--- src/rtl/seq_mul_unit.sv ---
// -----------------------------------------------------------------------------
// seq_mul_unit
//   Iterative radix-2 shift-add multiplier for the EX-stage multiply path.
//   It performs one add/shift per clock over WIDTH iterations. After the last
//   iteration there is one finalisation cycle that applies the MULH sign
//   correction. The selected product word is then presented with a one-cycle
//   done pulse. The result stays on mul_result until the next operation
//   completes.
//
// Ports
//   clk         rising-edge clock
//   reset       asynchronous, active-high reset
//   start       request a multiply (accepted in IDLE or DONE)
//   mul_op      00/11 = MUL low word, 01 = MULH signed high, 10 = MULHU high
//   in1, in2    multiplicand / multiplier, latched when start is accepted
//   flush       abort the in-flight operation; also blocks a same-cycle start
//   busy        high for exactly WIDTH cycles per accepted operation
//   done        one-cycle pulse when mul_result carries the new product
//   mul_result  selected product word, held between completions
// -----------------------------------------------------------------------------
module seq_mul_unit #(
  parameter int WIDTH = 32
) (
  input  logic             clk,
  input  logic             reset,
  input  logic             start,
  input  logic [1:0]       mul_op,
  input  logic [WIDTH-1:0] in1,
  input  logic [WIDTH-1:0] in2,
  input  logic             flush,
  output logic             busy,
  output logic             done,
  output logic [WIDTH-1:0] mul_result
);

  localparam int CW = $clog2(WIDTH + 1);
  localparam logic [CW-1:0] CNT_END  = CW'(WIDTH);
  localparam logic [CW-1:0] CNT_LAST = CW'(WIDTH - 1);

  typedef enum logic [1:0] {S_IDLE, S_BUSY, S_DONE} state_t;

  state_t               r_state;
  logic [CW-1:0]        r_count;
  logic [1:0]           r_op;
  logic                 r_neg;
  logic [WIDTH-1:0]     r_mcand;
  logic [2*WIDTH-1:0]   r_prod;

  logic                 w_load;
  logic                 w_signed;
  logic                 w_neg;
  logic [WIDTH-1:0]     w_a;
  logic [WIDTH-1:0]     w_b;
  logic [WIDTH:0]       w_sum;
  logic [2*WIDTH-1:0]   w_step;

  // Two's-complement magnitude as an unsigned WIDTH-bit value. The most
  // negative input maps onto itself, which read unsigned is exactly 2^(WIDTH-1).
  function automatic logic [WIDTH-1:0] magnitude(input logic signed [WIDTH-1:0] v);
    logic [WIDTH-1:0] u;
    u = v;
    return v[WIDTH-1] ? (~u + 1'b1) : u;
  endfunction

  // Applies the MULH sign to the full 2*WIDTH product and picks the word.
  // Only MULH ever has neg set, so MULHU and MUL read the raw product.
  function automatic logic [WIDTH-1:0] select_word(input logic [1:0]         op,
                                                   input logic               neg,
                                                   input logic [2*WIDTH-1:0] prod);
    logic [2*WIDTH-1:0] fixed;
    fixed = neg ? (~prod + 1'b1) : prod;
    case (op)
      2'b01:   return fixed[2*WIDTH-1:WIDTH];
      2'b10:   return prod[2*WIDTH-1:WIDTH];
      default: return prod[WIDTH-1:0];
    endcase
  endfunction

  assign w_load   = start && !flush && (r_state == S_IDLE || r_state == S_DONE);
  assign w_signed = (mul_op == 2'b01);
  assign w_neg    = w_signed && (in1[WIDTH-1] ^ in2[WIDTH-1]);
  assign w_a      = w_signed ? magnitude(in1) : in1;
  assign w_b      = w_signed ? magnitude(in2) : in2;

  // The upper half accumulates. The lower half starts as the multiplier and
  // shifts out one LSB per step. The carry of the add lands in the MSB.
  assign w_sum  = {1'b0, r_prod[2*WIDTH-1:WIDTH]} + (r_prod[0] ? {1'b0, r_mcand} : '0);
  assign w_step = {w_sum, r_prod[WIDTH-1:1]};

  // Datapath registers: the control FSM decides when their contents matter.
  always_ff @(posedge clk) begin
    if (w_load) begin
      r_mcand <= w_a;
      r_prod  <= {{WIDTH{1'b0}}, w_b};
    end else if (r_state == S_BUSY && r_count != CNT_END) begin
      r_prod  <= w_step;
    end
  end

  // Control FSM with registered outputs.
  always_ff @(posedge clk or posedge reset) begin
    if (reset) begin
      r_state    <= S_IDLE;
      r_count    <= '0;
      r_op       <= 2'b00;
      r_neg      <= 1'b0;
      busy       <= 1'b0;
      done       <= 1'b0;
      mul_result <= '0;
    end else begin
      done <= 1'b0;
      case (r_state)
        S_IDLE, S_DONE: begin
          if (w_load) begin
            r_state <= S_BUSY;
            r_count <= '0;
            r_op    <= mul_op;
            r_neg   <= w_neg;
            busy    <= 1'b1;
          end else begin
            r_state <= S_IDLE;
          end
        end
        S_BUSY: begin
          if (flush) begin
            r_state <= S_IDLE;
            busy    <= 1'b0;
          end else if (r_count == CNT_END) begin
            // Finalisation cycle: all iterations are done, so publish the result.
            r_state    <= S_DONE;
            done       <= 1'b1;
            mul_result <= select_word(r_op, r_neg, r_prod);
          end else begin
            r_count <= r_count + 1'b1;
            // busy falls as the last iteration runs. The finalisation
            // cycle therefore reads busy=0.
            busy    <= (r_count != CNT_LAST);
          end
        end
        default: begin
          r_state <= S_IDLE;
          busy    <= 1'b0;
        end
      endcase
    end
  end

endmodule

--- config.mk ---
export PLATFORM = sky130hd
export DESIGN_NAME = seq_mul_unit
export DESIGN_NICKNAME = d
export VERILOG_FILES = /design/src/rtl/seq_mul_unit.sv
export SDC_FILE = /design/constraint.sdc
export NUM_CORES = 1
export LEC_CHECK = 0
export ABC_AREA = 1
export CORE_ASPECT_RATIO = 0.6
export CORE_MARGIN = 8
export CORE_UTILIZATION = 54
export CTS_CLUSTER_DIAMETER = 80
export DETAILED_ROUTE_END_ITERATION = 12
export GPL_TIMING_DRIVEN = 0
export PLACE_DENSITY = 0.82
export SYNTH_ARGS = -nofsm -noshare
export SYNTH_HDL_FRONTEND = slang
export SYNTH_SLANG_ARGS = --single-unit
--- constraint.sdc ---
create_clock -name clk -period 2.32 [get_ports clk]
set_input_delay 0.464 -clock clk [delete_from_list [all_inputs] [get_ports clk]]
set_output_delay 0.464 -clock clk [all_outputs]
set_load 0.1 [all_outputs]
==> metrics.md <==
| Metric | Value |
|---|---|
| Status | complete, but fails checks |
| Violated checks | negative setup slack |
| Compound-gate portion of the synthesized area | between 10% and 20% |
| DRC marker count from the first detailed-route iteration | slightly below 2000 |
| TritonCTS clock tree | built |
| Power Internal | 9705 µW |
| Synth cell types | 41 |
| IO Pins | 104 |
| Clk_lat worst skew | about 450 ps |
| Die Wd | just over 200 µm |
| Placement Rows | slightly above 40 |
| Post-synth top area share | 21.14% |
| Mux cell area share after synthesis | 0% |
| Largest family of logic cells by synthesized area | simple AND/OR/NAND/NOR gates |
| Vias in the first global route | between 10000 and 15000 |
| Endpoints failing hold | 0 |
| CTS buffer count | 17 |
| Most common library cells after synthesis | nand2_1 (659), inv_1 (290), nor2_1 (246) |
| Crit-path max FO | 5 |
| Root buf cell | clkbuf_16 |
| Setup CP Type | reg2reg |
| Share of layout cells above drive strength 1 | 14.60% |
| Critical path data arrival time | around 2800 ps |
| Synth Register Bits | 141 |
| Post-route cell area | about 15000 µm² |
| HP Class | in2async |
| Power Total | between 20000 and 25000 µW |
| EDFF count, synth | 64 |
| Synth Area in Simple Gates | between 30% and 40% |
| # setup viols final | 9 |
| Leak | around 0.0074 µW |
| Share of synthesized registers carrying an async set or reset | between 30% and 40% |
| Routed Antenna Nets | 0 |
| Slew Limit Headroom | 34.45% |
| Final worst setup slack | -156.2 ps |
| Nets | roughly 2200 |
| Die Y | 130.0 µm |
| Critical Path RT | 2660 ps |
| Sequential area share after synthesis | between 30% and 40% |
| DRT Wirelength | ~47000 µm |
| Yosys top cell by area | nand2_1 |
| Logic pwr share | a little over three fifths |
| Area Growth Syn to Fin | 29.02% |
| Skew final | between 10 and 15 ps |
| Routed wire per std cell | 19.72 µm |
| Main synth FF type | edfxtp_1 |
| Global route overflow | 0 |
| Synthesis Warnings | 0 |
| FMAX | 403.8 MHz |
| Post-synthesis adder-cell area fraction | ~4.2% |
| Hpwl dp | between 30000 and 40000 µm |
| P_sw | between 10000 and 15000 µW |
| Worst setup SP type | flip-flop |
| PortBufs | 103 |
| Switching Share | a little over half |
| First-pass GRT wire length | between 60000 and 70000 µm |
| Synth Cell Area | 11700 µm² |
| Total Routing Usage GR | between 30% and 40% |
| Most common cell in the netlist | nand2_1 |
| Register share of total power | 23.8% |
| RSZ-0062 raised after global routing | true |
| H-tree Lvls | 4 |
| Post-Synth XOR/XNOR Area | under 10% |
| Number of diodes | 0 |
| # Max-Cap Violations | 0 |
| PwrDens | between 1000 and 1500 nW/µm² |
| Slew Limit Fails | 0 |
| Worst vdd ir | about 1.2 mV |
| Initial antenna violation count | 1 |
| DR vias | ~14000 |
| Number of vias per cell | 5.756 |
| Mean Syn Cell Area | between 6 and 7 µm² |
| Clk sinks | around 140 |
| RePlAce Congestion | 0.9824 |
| Clock Pin Slew Worst Setup and Hold Paths | 60 ps |
| Final min period | around 2500 ps |
| Max clock buf depth | 2 |
| Fin crit share | 106.7% |
| Crit end category | flip-flop |
| Initial Utilization | roughly 55% |
| Cell Area, Placed | around 13000 µm² |
| Synth top area cells | nand2_1 (21%), edfxtp_1 (16%), dfrtp_1 (9.6%), inv_1 (9.3%), nor2_1 (7.9%) |
| Worst-margin pin slew | a little under 1000 ps |
| DRC viols | 0 |
| 1st-pass router iterations | 6 |
| Largest net degree at the start of global routing | 42 |
| Core ar. | about 21000 µm² |
| Mapped Cells | approximately 1900 |
| Die area | 26800 µm² |
| Syn Nets | 2028 |
| Clk pwr share | 13.0% |
## critical path, stage by stage, from the launching register on
cell	delay, ps
edfxtp_1	380
buf_6	160
buf_8	130
nand2_4	50
inv_4	40
ha_4	160
fa_2	360
nand2_2	70
nand2_2	50
and2_4	150
nand3_2	50
nand3b_1	230
nand2_2	220
nand2_2	70
nand2_2	60
nand3_2	70
nand2_1	80
inv_1	30
## per-layer routing
metal  GRT usage (%)  part of all wire [%]
met5               0                 0.028
met4           5.613                   1.5
met3           11.98                    15
met2           40.96                    39
met1           49.46                    44
## power groups by stage
stage / combinational (µW) / clock, µW / sequential [µW]
2_1_floorplan: 6820 / 0 / 4430
5_1_grt: 13900 / 2750 / 4940
3_5_place_dp: 9620 / 0 / 4730
4_1_cts: 10400 / 2610 / 4740
6_report: 13000 / 2660 / 4870
3_3_place_gp: 9430 / 0 / 4720
## final cells by class
class,instances,area (µm²)
inverters,297,1124
multi-input cells,1429,7789
flip-flops and latches,141,3689
fillers,1688,6035
plain buffers,49,290.3
clock buffers,19,452.9
repair buffers,141,1320
clock inverters,13,87.58
well taps,279,349.1
## metrics by stage
stage / TNS, ps / std cells / setup WS (ps) / utilization, % / hold WS, ps
finish: -688.4 / 2368 / -156.2 / 71.45 / 323.0
floorplan: 0 / 1919 / 28.33 / - / 446.0
CTS: -1783 / 2341 / -196.2 / 66.40 / 334.9
global route: -2109 / 2368 / -243.6 / 71.45 / 347.1
global placement: -104750 / 2301 / -991.9 / 61.92 / 461.4
detailed placement: -107950 / 2302 / -1035 / 62.01 / 467.1
## cells by family after synthesis
group | count (synthesis)
simple gates | 1105
buf+inv | 350
compound gates | 227
flops | 141
xor+xnor | 57
fa+ha+maj | 39
## sequential cells by signal, indices dropped and copies added, names as in the netlist
register	flops
r_state	2
busy	1
r_mcand	32
r_count	6
r_op	2
mul_result	32
done	1
r_neg	1
r_prod	64
## final timing paths
check / slack (ps) / end / depth (start not counted) / startpoint
min in group clk: 480 / mul_result[24] / 2 / mul_result[24]
max in group asynchronous: 1480 / mul_result[3] / 3 / reset
setup / recovery: -160 / r_prod[59] / 17 / r_prod[0]
hold reg to reg: 480 / mul_result[24] / 2 / mul_result[24]
hold / removal: 320 / r_count[0] / 2 / reset
setup reg to reg: -160 / r_prod[59] / 17 / r_prod[0]
## layout by cell type (no fill, tap or decap), types with 33 or more instances in the layout
cell type and n:
a21oi_1 109, buf_4 34, clkdlybuf4s50_1 69, dfrtp_1 45, dlygate4sd2_1 34, edfxtp_1 64
inv_1 278, nand2_1 589, nand2_2 53, nand3_1 132, nor2_1 212, o21ai_0 41
o21ai_1 33, xor2_1 44
## what timing repair did
item                                   CTS  global route
setup endpoints to repair              174           153
buffers inserted                         9            27
pin swaps                               12            63
gates resized for setup                119           216
endpoints found under the hold margin    0             0
hold buffers                             0             0
cloned                                   1             1
Power figures use the tool's default switching activity.
